`src/rtl/poly_synth.sv`:
```
// rtl/poly_synth.sv - polyphonic square/sawtooth synthesiser with PWM output
//
// Keys are registered once (S0), the lowest NUM_VOICES set keys are assigned
// to voices in ascending order, each voice runs a 24-bit phase accumulator,
// the voice samples are averaged and the average drives a free-running PWM.
//
// Ports:
//   clk       - single clock, all state on the rising edge
//   RST       - synchronous active-high reset
//   NOTES     - key k pressed when bit k is 1 (bit 0 = C4, one semitone per bit)
//   MODE      - 0 square wave, 1 sawtooth
//   OCTAVE    - 1 doubles every voice increment
//   pwm_o     - PWM audio output
//   voices_o  - bit v set while voice v holds a key
//
// Optional: define POLY_SYNTH_KEY_SYNC_EN to add a 2-flop synchroniser ahead
// of S0 (NOTES-to-voices_o latency becomes 4 cycles instead of 2).

module poly_synth #(
  parameter int NUM_KEYS   = 13,
  parameter int NUM_VOICES = 4,
  parameter int PWM_W      = 8
) (
  input  logic                  clk,
  input  logic                  RST,
  input  logic [NUM_KEYS-1:0]   NOTES,
  input  logic                  MODE,
  input  logic                  OCTAVE,
  output logic                  pwm_o,
  output logic [NUM_VOICES-1:0] voices_o
);

  localparam int SHIFT = $clog2(NUM_VOICES);
  localparam int SUM_W = PWM_W + 4;
  localparam int IN_W  = NUM_KEYS + 2;

  // Tuning words: round(261.63 * 2^(k/12) * 2^24 / 1e7)
  function automatic logic [10:0] tw_lookup(input logic [3:0] k);
    case (k)
      4'd0:    return 11'd439;
      4'd1:    return 11'd465;
      4'd2:    return 11'd493;
      4'd3:    return 11'd522;
      4'd4:    return 11'd553;
      4'd5:    return 11'd586;
      4'd6:    return 11'd621;
      4'd7:    return 11'd658;
      4'd8:    return 11'd697;
      4'd9:    return 11'd738;
      4'd10:   return 11'd782;
      4'd11:   return 11'd829;
      4'd12:   return 11'd878;
      4'd13:   return 11'd930;
      4'd14:   return 11'd985;
      default: return 11'd1044;
    endcase
  endfunction

  logic [IN_W-1:0]     key_in;
  logic [NUM_KEYS-1:0] notes_s0;
  logic                mode_s0;
  logic                oct_s0;

`ifdef POLY_SYNTH_KEY_SYNC_EN
  logic [IN_W-1:0] sync1;
  logic [IN_W-1:0] sync2;

  always_ff @(posedge clk) begin
    if (RST) begin
      sync1 <= '0;
      sync2 <= '0;
    end else begin
      sync1 <= {OCTAVE, MODE, NOTES};
      sync2 <= sync1;
    end
  end

  assign key_in = sync2;
`else
  assign key_in = {OCTAVE, MODE, NOTES};
`endif

  always_ff @(posedge clk) begin
    if (RST) begin
      notes_s0 <= '0;
      mode_s0  <= 1'b0;
      oct_s0   <= 1'b0;
    end else begin
      {oct_s0, mode_s0, notes_s0} <= key_in;
    end
  end

  // Allocator: voice v takes the (v+1)-th lowest set key; extra keys are dropped.
  logic [3:0]            nxt_idx [NUM_VOICES];
  logic [NUM_VOICES-1:0] nxt_act;

  always_comb begin
    for (int v = 0; v < NUM_VOICES; v++) begin
      int cnt;
      nxt_idx[v] = '0;
      nxt_act[v] = 1'b0;
      cnt = 0;
      for (int k = 0; k < NUM_KEYS; k++) begin
        if (notes_s0[k]) begin
          if (cnt == v) begin
            nxt_idx[v] = 4'(k);
            nxt_act[v] = 1'b1;
          end
          cnt = cnt + 1;
        end
      end
    end
  end

  logic [3:0]            key_idx [NUM_VOICES];
  logic [NUM_VOICES-1:0] active;
  logic [23:0]           phase   [NUM_VOICES];
  logic [23:0]           inc     [NUM_VOICES];
  logic [PWM_W-1:0]      sample  [NUM_VOICES];
  logic [SUM_W-1:0]      sum;

  always_comb begin
    sum = '0;
    for (int v = 0; v < NUM_VOICES; v++) begin
      inc[v]    = {13'd0, tw_lookup(key_idx[v])} << oct_s0;
      sample[v] = mode_s0 ? phase[v][23 -: PWM_W] : {PWM_W{phase[v][23]}};
      sum       = sum + SUM_W'(sample[v]);
    end
  end

  // A voice restarts from phase 0 whenever its allocation changes (including
  // becoming active or inactive); otherwise it keeps accumulating.
  always_ff @(posedge clk) begin
    if (RST) begin
      active <= '0;
      for (int v = 0; v < NUM_VOICES; v++) begin
        key_idx[v] <= '0;
        phase[v]   <= '0;
      end
    end else begin
      active <= nxt_act;
      for (int v = 0; v < NUM_VOICES; v++) begin
        key_idx[v] <= nxt_idx[v];
        if ((nxt_act[v] != active[v]) || (nxt_idx[v] != key_idx[v]) || !active[v])
          phase[v] <= '0;
        else
          phase[v] <= phase[v] + inc[v];
      end
    end
  end

  assign voices_o = active;

  // Mixer and PWM. The duty used for a whole PWM period is the mixer value seen
  // when the counter is 0, so the compare at count 0 already uses the new duty.
  logic [PWM_W-1:0] mix;
  logic [PWM_W-1:0] duty;
  logic [PWM_W-1:0] duty_now;
  logic [PWM_W-1:0] pwm_cnt;

  assign duty_now = (pwm_cnt == '0) ? mix : duty;

  always_ff @(posedge clk) begin
    if (RST) begin
      mix     <= '0;
      duty    <= '0;
      pwm_cnt <= '0;
      pwm_o   <= 1'b0;
    end else begin
      mix     <= PWM_W'(sum >> SHIFT);
      duty    <= duty_now;
      pwm_cnt <= pwm_cnt + PWM_W'(1);
      pwm_o   <= (pwm_cnt < duty_now);
    end
  end

endmodule
```
`config.mk`:
```
export PLATFORM = sky130hd
export DESIGN_NAME = poly_synth
export DESIGN_NICKNAME = d
export VERILOG_FILES = /design/src/rtl/poly_synth.sv
export SDC_FILE = /design/constraint.sdc
export NUM_CORES = 1
export LEC_CHECK = 0
export BUFFER_PORTS_ARGS = -buffer_cell sky130_fd_sc_hd__buf_2
export CORE_MARGIN = 3
export CORE_UTILIZATION = 50
export DETAILED_ROUTE_END_ITERATION = 10
export GPL_TIMING_DRIVEN = 0
export PLACE_DENSITY = 0.66
export REMOVE_ABC_BUFFERS = 1
export SLEW_MARGIN = 20
export SYNTH_ARGS = -nofsm -noshare
export SYNTH_HDL_FRONTEND = slang
export SYNTH_SLANG_ARGS = --single-unit
export TNS_END_PERCENT = 30
```
`constraint.sdc`:
```
create_clock -name clk -period 12.2 [get_ports clk]
set_input_delay 2.44 -clock clk [delete_from_list [all_inputs] [get_ports clk]]
set_output_delay 2.44 -clock clk [all_outputs]
set_load 0.1 [all_outputs]
```
==> results of run 1 <==
## metal layers
metal / track usage (%) / up-vias / routed length, um
met3: 2.93 / 29 / 770
met2: 32.3 / 119 / 13600
li1: - / 5834 / -
met1: 26.0 / 5278 / 14200
met5: 0 / - / 0
met4: 4.32 / 0 / 293
## worst paths after layout
kind	start	endpoint	slack [ns]	cells past startpoint
worst max-delay path	notes_s0[2]	phase[2][11]	1.92	38
worst min-delay path	pwm_cnt[0]	pwm_cnt[0]	0.47	1
worst max register to register	notes_s0[2]	phase[2][11]	1.92	38
worst min register to register	pwm_cnt[0]	pwm_cnt[0]	0.47	1
## layout make-up
type                       count  area, sq um
fill                        2582        12400
multi-input combinational   1392         9810
sequential                   156         4090
clock buffer                  23          522
tap                          378          473
inverter                     109          409
timing repair buffer          23          150
clock inverter                 9          118
## per-stage QoR
| step | utilization, % | total power, uW |
|---|---|---|
| final | 55.8 | 2430 |
| after global routing | 55.8 | 2640 |
| after CTS | 55.7 | 2450 |
| after detailed placement | 53.4 | 1850 |
| after global placement | 53.1 | 1820 |
| after floorplan | - | 1630 |
## state kept, by name, indices dropped and copies added (netlist names)
name	cells
pwm_o	1
voices_o	4
duty	8
oct_s0	1
mode_s0	1
notes_s0	13
pwm_cnt	8
key_idx	16
phase	96
mix	8
## report_power, final
group | internal [uW] | total (uW) | switching [uW] | leakage, uW
combinational | 477 | 1150 | 677 | 0.00465
clock | 347 | 579 | 232 | 0.000316
sequential | 616 | 699 | 83.2 | 0.00149
total | 1440 | 2430 | 992 | 0.00645
## cell usage in the layout, fill, tap and decap left out, types with 42 or more instances in the layout
cell type	count
o21ai_0	78
inv_1	106
nand3_1	42
edfxtp_1	96
a21oi_1	105
conb_1	96
dfxtp_1	59
nor2b_1	47
ha_1	143
nor2_1	201
xnor2_1	61
nand2_1	124
nor3_1	46
xor2_1	46
## logic make-up after synthesis
family	after synthesis	synth area share [%]
AO/OA/AOI/OAI	374	18.2
XOR/XNOR	117	7.94
adder cells (fa/ha/maj)	164	15.5
buffers and inverters	180	5.11
flip-flops	156	28.7
multiplexers	50	3.91
other	1	0.0264
AND/OR/NAND/NOR	591	20.6
## critical path: cells and delay by family, from the launching register on
family | cells | cell delay (ns)
DFF | 1 | 0.58
buffers and inverters | 3 | 0.38
adders and majority gates | 9 | 3.39
AOI/OAI and AO/OA | 13 | 3.21
and+or+nand+nor | 12 | 2.14
muxes | 1 | 0.28
## synth_stat cells, types with 4 or more instances
cell type,number,share of area [%]
dfxtp_1,60,8.4
o21a_1,13,0.69
a21boi_0,10,0.53
edfxtp_1,96,20
nand2b_1,17,0.75
nor3b_1,9,0.47
mux2_2,7,0.55
a31oi_1,14,0.62
a21o_1,18,0.95
nor4_1,11,0.48
o21bai_1,19,1.0
o22ai_1,10,0.44
and3_1,23,1.0
inv_1,106,2.8
xor2_1,46,2.8
a21oi_1,105,3.7
xnor2_2,5,0.57
clkbuf_1,41,1.1
and2_1,10,0.44
nand3b_1,7,0.37
and4_1,8,0.49
mux2i_1,38,2.7
a311oi_1,5,0.31
o31ai_1,5,0.26
buf_1,11,0.29
buf_2,11,0.39
buf_4,6,0.32
nor3_1,46,1.6
o21ai_1,5,0.18
nor2_1,201,5.3
nand4_1,13,0.57
o211ai_1,9,0.47
xnor2_1,61,3.8
nand3_1,42,1.5
a211oi_1,12,0.63
nor3_2,5,0.35
o21ai_0,78,2.7
ha_1,143,13
nand2_1,124,3.3
or2_2,4,0.18
fa_1,21,3.0
nor2b_1,47,2.1
==> flow_metrics.py, run 1 <==
metrics = {
    "outcome": {
        "status": "complete, no violations",
    },
    "timing": {
        "finalMaxSlewViolations": 0,
        "rsz0062_at_grt": "no",
        "hold_viol": 0,
        "min_period_ns": 10.28,
        "fin_ws_ns": 1.92,
        "finalSetupViolCount": 0,
        "tns_ns": 0,
        "slew_headroom_pct": 37.5,
        "post-route-period-util_pct": 84.3,
        "fin_worst_skew_ns": 0.0116,
        "whs_ns": 0.473,
        "fmax_mhz": 97.2,
        "worstMarginPinSlew_ns": 0.936,
    },
    "detailed_routing": {
        "ant_nets": 0,
        "vias": 11300,
        "firstDrtPassIters": 5,
        "wire_per_inst_um": 13.8,
        "routed_via_density": 5.39,
        "drt_iter0_markers": 614,
        "drc": 0,
        "wl_mm": 28.9,
    },
    "die": {
        "die_area_sq_um": 30500,
        "fp-row-count": 61,
        "core_area_sq_um": 27900,
        "start_util_pct": 50.9,
        "die_w_um": 175,
        "die_h_um": 175,
        "io_pins": 22,
    },
    "place": {
        "dp_hpwl_mm": 21.7,
        "placed_cell_area_sq_um": 14900,
        "io_buffers": 21,
        "numPlacedInstances": 2058,
        "place_congestion": 0.845,
        "place_ws_ns": 1.86,
    },
    "critical_path": {
        "required_ns": 12.35,
        "startpoint_type": "flop",
        "cp_data_arrival_time_ns": 10.44,
        "crit_path_end_kind": "flop",
        "crit_top_cell": "ha_1",
        "cp_max_fo": 24,
        "slowest_stage": "o2111ai_4",
        "crit_path_max_incr_delay_ns": 0.67,
        "setup.worst_path.class": "reg2reg",
    },
    "clocking": {
        "clockBufferDepth": 2,
        "clk_latency_ns": 0.43,
        "cts_tree": "yes",
        "path_clk_slew_ns": 0.07,
        "postCtsHoldBufs": 0,
        "cts_resized": 0,
        "cts_buffers": 17,
        "htree_levels": 4,
        "root_buffer": "clkbuf_16",
        "clock_sinks": 156,
        "cts_setup_buffers": 0,
    },
    "power": {
        "power.density_nw_per_um2": 156,
        "ir_worst_vdd_v": 0.000103,
        "leakage_uw": 0.00645,
    },
    "yosys": {
        "ys_ff_latch": 156,
        "synth_ff_type": "edfxtp_1",
        "postSynth.asyncResetShare_pct": 0,
        "ys_types": 114,
        "yosysWarnings": 0,
        "synth_area_per_cell_sq_um": 8.71,
        "ys_seq_area_share_pct": 28.7,
        "syn_inst": 1633,
        "netlist_area_sq_um": 14200,
        "synth_edf_count": 96,
    },
    "finish": {
        "nets": 1880,
        "layout-drive-gt1-share_pct": 7.24,
        "stdcell_count": 2090,
        "syn_to_final_growth_pct": 9.48,
        "stdcell_area_sq_um": 15600,
        "n_antenna_cell": 0,
    },
    "global_route": {
        "grt_start_max_net_pins": 74,
        "grt_pass1_wl_mm": 49.5,
        "grt_overflow": 0,
        "antenna_found_initial": 0,
        "grt_use_total_pct": 19.1,
        "grt_pass1_vias": 10600,
    },
    "min_path": {
        "hp-class": "reg2reg",
    },
    "run": {
        "cap_violations": 0,
    },
}
(Power assumes the default switching activity.)
==> run 2, diff against run 1 <==
Settings changed: PLACE_DENSITY 0.66 to 0.68.
Clock period 12.2 ns to 9.1 ns, I/O delays scaled along.
==> run 2 against run 1 <==
Cell count grew 1.3%. Clock power up 11%. Sequential power is 35% higher. Setup slack got worse by 1.3 ns. Utilization grew 1.5 points. Cell area is 2.8% higher. Die area is the same. Sequential share of layout area shrank 0.67 points. Maximum frequency increased by 21%. Critical endpoint is now phase[2][4]. Largest cell class unchanged.
==> flow_metrics.py, run 2 (synthesis results as in run 1) <==
metrics = {
    "finish": {
        "max_flop_register": "phase",
        "stdcell_count": 2117,
        "reg_top3": "phase (96), key_idx (16), notes_s0 (13)",
        "stdcell_area_sq_um": 16000,
        "layout-drive-gt1-share_pct": 10.3,
        "layout_common_cells": "nor2_1 (199), ha_1 (141), nand2_1 (122)",
        "syn_to_final_growth_pct": 12.5,
        "largest_reg_flops": 96,
        "fin_util_pct": 57.3,
        "nets": 1907,
        "n_antenna_cell": 0,
        "final_common_cell": "nor2_1",
    },
    "detailed_routing": {
        "vias": 11500,
        "ant_nets": 0,
        "routed_via_density": 5.44,
        "wl_met3_mm": 1.14,
        "drt_iter0_markers": 746,
        "drt-met1-wl_mm": 14.7,
        "wl_mm": 30.3,
        "routed.top_layer": "met4",
        "wire_per_inst_um": 14.3,
        "firstDrtPassIters": 5,
        "wl_met2_mm": 14.1,
        "drc": 0,
    },
    "min_path": {
        "hp-class": "reg2reg",
        "holdCritStartpoint": "pwm_cnt[0]",
        "holdPathStages": 1,
    },
    "clocking": {
        "cts_buffers": 17,
        "clock_sinks": 156,
        "cts_tree": "yes",
        "clk_latency_ns": 0.43,
        "postCtsHoldBufs": 0,
        "path_clk_slew_ns": 0.07,
        "root_buffer": "clkbuf_16",
        "htree_levels": 4,
        "clockBufferDepth": 2,
    },
    "outcome": {
        "status": "complete, no violations",
    },
    "critical_path": {
        "crit_top_cell": "ha_1",
        "crit_path_max_incr_delay_ns": 0.66,
        "setup.worst_path.class": "reg2reg",
        "startpoint": "notes_s0[2]",
        "cp_data_arrival_time_ns": 8.67,
        "r2r_cells": 38,
        "r2r_start": "notes_s0[2]",
        "startpoint_type": "flop",
        "crit_path_end_kind": "flop",
        "required_ns": 9.28,
        "slowest_stage": "fa_2",
        "cp_max_fo": 12,
    },
    "power": {
        "ir_worst_vdd_v": 0.000152,
        "p_total_uw": 3300,
        "leakage_uw": 0.00659,
        "power.density_nw_per_um2": 206,
    },
    "global_route": {
        "antenna_found_initial": 1,
        "grt_start_max_net_pins": 74,
        "grt_overflow": 0,
        "grt_pass1_wl_mm": 51.3,
        "grt_use_total_pct": 20.0,
        "grt_pass1_vias": 10800,
    },
    "die": {
        "die_area_sq_um": 30500,
        "die_h_um": 175,
        "io_pins": 22,
        "start_util_pct": 50.9,
        "die_w_um": 175,
        "fp-row-count": 61,
        "core_area_sq_um": 27900,
    },
    "place": {
        "placed_cell_area_sq_um": 14900,
        "place_congestion": 0.851,
        "dp_hpwl_mm": 21.5,
        "numPlacedInstances": 2058,
        "io_buffers": 21,
        "place_ws_ns": -1.09,
    },
    "timing": {
        "finalMaxSlewViolations": 0,
        "worstMarginPinSlew_ns": 1.06,
        "fin_worst_skew_ns": 0.0120,
        "post-route-period-util_pct": 93.3,
        "hold_viol": 0,
        "fmax_mhz": 118,
        "slew_headroom_pct": 29.0,
        "fin_ws_ns": 0.609,
        "finalSetupViolCount": 0,
        "min_period_ns": 8.49,
    },
    "run": {
        "cap_violations": 0,
    },
}
-- run 2: critical path: cells and delay by family (launching register included) --
kind / cells / cell delay [ns]
buffers and inverters: 4 / 0.46
adder cells (fa/ha/maj): 8 / 2.54
AO/OA/AOI/OAI: 12 / 2.20
AND/OR/NAND/NOR: 11 / 1.95
flip-flops: 1 / 0.39
XOR/XNOR: 3 / 0.66
-- run 2: per-layer routing --
| layer | track usage (%) | vias to the layer above |
|---|---|---|
| li1 | - | 5916 |
| met1 | 27.9 | 5403 |
| met2 | 33.0 | 173 |
| met3 | 3.04 | 28 |
| met4 | 4.62 | 0 |
| met5 | 0 | - |
-- run 2: path summary, 6_finish.rpt --
kind / endpoint / slack, ns
max: phase[2][4] / 0.61
max reg2reg: phase[2][4] / 0.61
min: pwm_cnt[0] / 0.48
min reg2reg: pwm_cnt[0] / 0.48
-- run 2: what timing repair did --
action / 4_1_cts / 5_1_grt
buffers inserted: 12 / 10
endpoints found under the setup margin: 99 / 107
resized for setup: 32 / 24
cloned: 4 / 1
pin swaps: 14 / 8
-- run 2: cell type report --
class | instances | area (sq um)
Sequential cell | 156 | 4090
Tap cell | 378 | 473
Inverter | 109 | 409
Clock inverter | 12 | 71.3
Fill cell | 2538 | 11900
Timing Repair Buffer | 45 | 390
Multi-Input combinational cell | 1397 | 10100
Clock buffer | 20 | 437
-- run 2: power breakdown --
| group | switching (uW) | total (uW) | internal, uW |
|---|---|---|---|
| logic | 998 | 1710 | 716 |
| clock network | 296 | 643 | 347 |
| registers | 117 | 943 | 826 |
| total | 1410 | 3300 | 1890 |
-- run 2: metrics by stage --
step	setup TNS [ns]	hold slack, ns
after floorplan	0	0.437
after global placement	-111.70	0.455
after detailed placement	-91.39	0.470
after CTS	0	0.482
after global routing	-0.0290	0.523
final	0	0.477
==> run 3, diff against run 2 <==
Settings changed: BUFFER_PORTS_ARGS -buffer_cell sky130_fd_sc_hd__buf_2 to -buffer_cell sky130_fd_sc_hd__buf_4, CORE_UTILIZATION 50 to 45, PLACE_DENSITY 0.68 to not set.
==> run 3 against run 2 <==
Hold slack improved by 0.013 ns. Clock skew grew 0.0018 ns. Setup slack worse by 0.078 ns. Critical endpoint is now phase[0][20]. Register-to-register slack worse by 0.08 ns. Routed wire length rose by 0.43%. Largest cell class unchanged. Combinational power hardly changed. Utilization decreased by 5.0 points. Cell count up 0.85%. Die area grew 11%. Critical path type unchanged. Global-route usage is 1.6 points lower.
==> flow_metrics.py, run 3 (synthesis results as in run 1) <==
metrics = {
    "finish": {
        "stdcell_area_sq_um": 16200,
        "largest_reg_flops": 96,
        "layout-drive-gt1-share_pct": 10.5,
        "nets": 1907,
        "fillers": 2926,
        "final_common_cell": "nor2_1",
        "max_flop_register": "phase",
        "n_antenna_cell": 0,
        "stdcell_count": 2135,
        "seq_area_sq_um": 4090,
        "fin_util_pct": 52.3,
        "multi_input_area_sq_um": 10100,
        "layout_common_cells": "nor2_1 (199), ha_1 (141), nand2_1 (123)",
        "syn_to_final_growth_pct": 13.5,
        "reg_top3": "phase (96), key_idx (16), notes_s0 (13)",
    },
    "place": {
        "place_ws_ns": -1.12,
        "dp_hpwl_mm": 21.7,
        "io_buffers": 21,
        "numPlacedInstances": 2076,
        "place_congestion": 0.830,
        "placed_cell_area_sq_um": 15000,
    },
    "detailed_routing": {
        "drc": 0,
        "vias": 11400,
        "drt_iter0_markers": 593,
        "routed_via_density": 5.32,
        "wire_per_inst_um": 14.2,
        "wl_mm": 30.4,
        "firstDrtPassIters": 5,
        "ant_nets": 0,
    },
    "die": {
        "die_w_um": 184,
        "start_util_pct": 46.0,
        "core_area_sq_um": 30900,
        "die_area_sq_um": 33800,
        "io_pins": 22,
        "die_h_um": 184,
        "fp-row-count": 64,
    },
    "critical_path": {
        "required_ns": 9.41,
        "cp_max_fo": 11,
        "r2r_cells": 40,
        "r2r-end": "phase[0][20]",
        "r2r_start": "notes_s0[2]",
        "startpoint": "notes_s0[2]",
        "startpoint_type": "flop",
        "slowest_stage": "fa_2",
        "cp_data_arrival_time_ns": 8.88,
        "r2r_slack_ns": 0.53,
        "crit_path_max_incr_delay_ns": 0.66,
        "crit_path_end_kind": "flop",
        "setup.worst_path.class": "reg2reg",
        "crit_top_cell": "ha_1",
    },
    "timing": {
        "post-route-period-util_pct": 94.2,
        "finalSetupViolCount": 0,
        "worstMarginPinSlew_ns": 1.10,
        "finalMaxSlewViolations": 0,
        "fin_worst_skew_ns": 0.0138,
        "fmax_mhz": 117,
        "fin_ws_ns": 0.530,
        "slew_headroom_pct": 26.5,
        "hold_viol": 0,
        "min_period_ns": 8.57,
    },
    "run": {
        "cap_violations": 0,
    },
    "clocking": {
        "cts_tree": "yes",
        "postCtsHoldBufs": 0,
        "htree_levels": 4,
        "root_buffer": "clkbuf_16",
        "path_clk_slew_ns": 0.07,
        "clock_sinks": 156,
        "clockBufferDepth": 2,
        "clk_latency_ns": 0.44,
        "cts_buffers": 17,
    },
    "global_route": {
        "grt_use_total_pct": 18.4,
        "grt_pass1_wl_mm": 51.8,
        "grt_pass1_vias": 10800,
        "grt_start_max_net_pins": 60,
        "grt_overflow": 0,
        "antenna_found_initial": 0,
    },
    "min_path": {
        "hp-class": "reg2reg",
        "holdPathStages": 1,
        "min_to": "pwm_cnt[0]",
        "holdCritStartpoint": "pwm_cnt[0]",
    },
    "power": {
        "p_total_uw": 3380,
        "power.density_nw_per_um2": 209,
        "ir_worst_vdd_v": 0.000153,
        "leakage_uw": 0.00666,
    },
    "outcome": {
        "status": "complete, no violations",
    },
}
[run 3: changes by cell type in the layout (fill, tap and decap cells not counted), moves of 3 or more]
| cell | previous run | this run |
|---|---|---|
| clkbuf_1 | 3 | 0 |
| clkbuf_8 | 0 | 3 |
| buf_2 | 20 | 0 |
| buf_4 | 17 | 36 |
| clkinv_4 | 0 | 3 |
| clkinv_2 | 7 | 0 |
[run 3: how the worst max path moves through the flow]
stage	end	slack, ns	cells past startpoint
CTS	phase[3][4]	0.02	46
global route	phase[0][5]	-0.03	43
detailed placement	phase[3][20]	-1.12	39
global placement	phase[3][19]	-1.84	38
finish	phase[0][20]	0.53	40
floorplan	phase[3][10]	0.10	38
[run 3: cell type report]
type | instances | share of cell area (%)
Timing Repair Buffer | 46 | 2.83
Inverter | 109 | 2.53
Multi-Input combinational cell | 1396 | 62.5
Clock buffer | 21 | 3.04
Tap cell | 396 | 3.07
Sequential cell | 156 | 25.3
Clock inverter | 11 | 0.728
[run 3: worst max-delay path, delay by kind of cell, from the launching register on]
kind	cells	cell delay [ns]
AO/OA/AOI/OAI	13	2.25
adder cells (fa/ha/maj)	9	3.06
buffers and inverters	5	0.63
flip-flops	1	0.39
AND/OR/NAND/NOR	13	2.08
[run 3: power breakdown]
| part | internal [uW] | switching (uW) |
|---|---|---|
| combinational | 719 | 977 |
| clock | 423 | 317 |
| sequential | 826 | 118 |
| total | 1970 | 1410 |
[run 3: routing by layer]
metal / share of wire, % / vias up / wire, um / GRT usage, %
met2: 47 / 163 / 14200 / 30.9
met3: 2.9 / 19 / 871 / 2.33
li1: - / 5916 / - / -
met1: 50 / 5254 / 15000 / 25.6
met5: 0 / - / 0 / 0
met4: 0.94 / 0 / 287 / 4.11
[run 3: metrics by stage]
step / hold WS [ns] / setup TNS [ns]
after floorplan: 0.437 / 0
after global placement: 0.457 / -126.43
after detailed placement: 0.471 / -97.08
after CTS: 0.487 / 0
after global routing: 0.522 / -0.129
final: 0.490 / 0
[run 3: timing repair]
item,4_1_cts,5_1_grt
pin swaps,13,8
buffers inserted,15,8
resized for setup,33,19
gates cloned,3,1
setup endpoints to repair,107,99
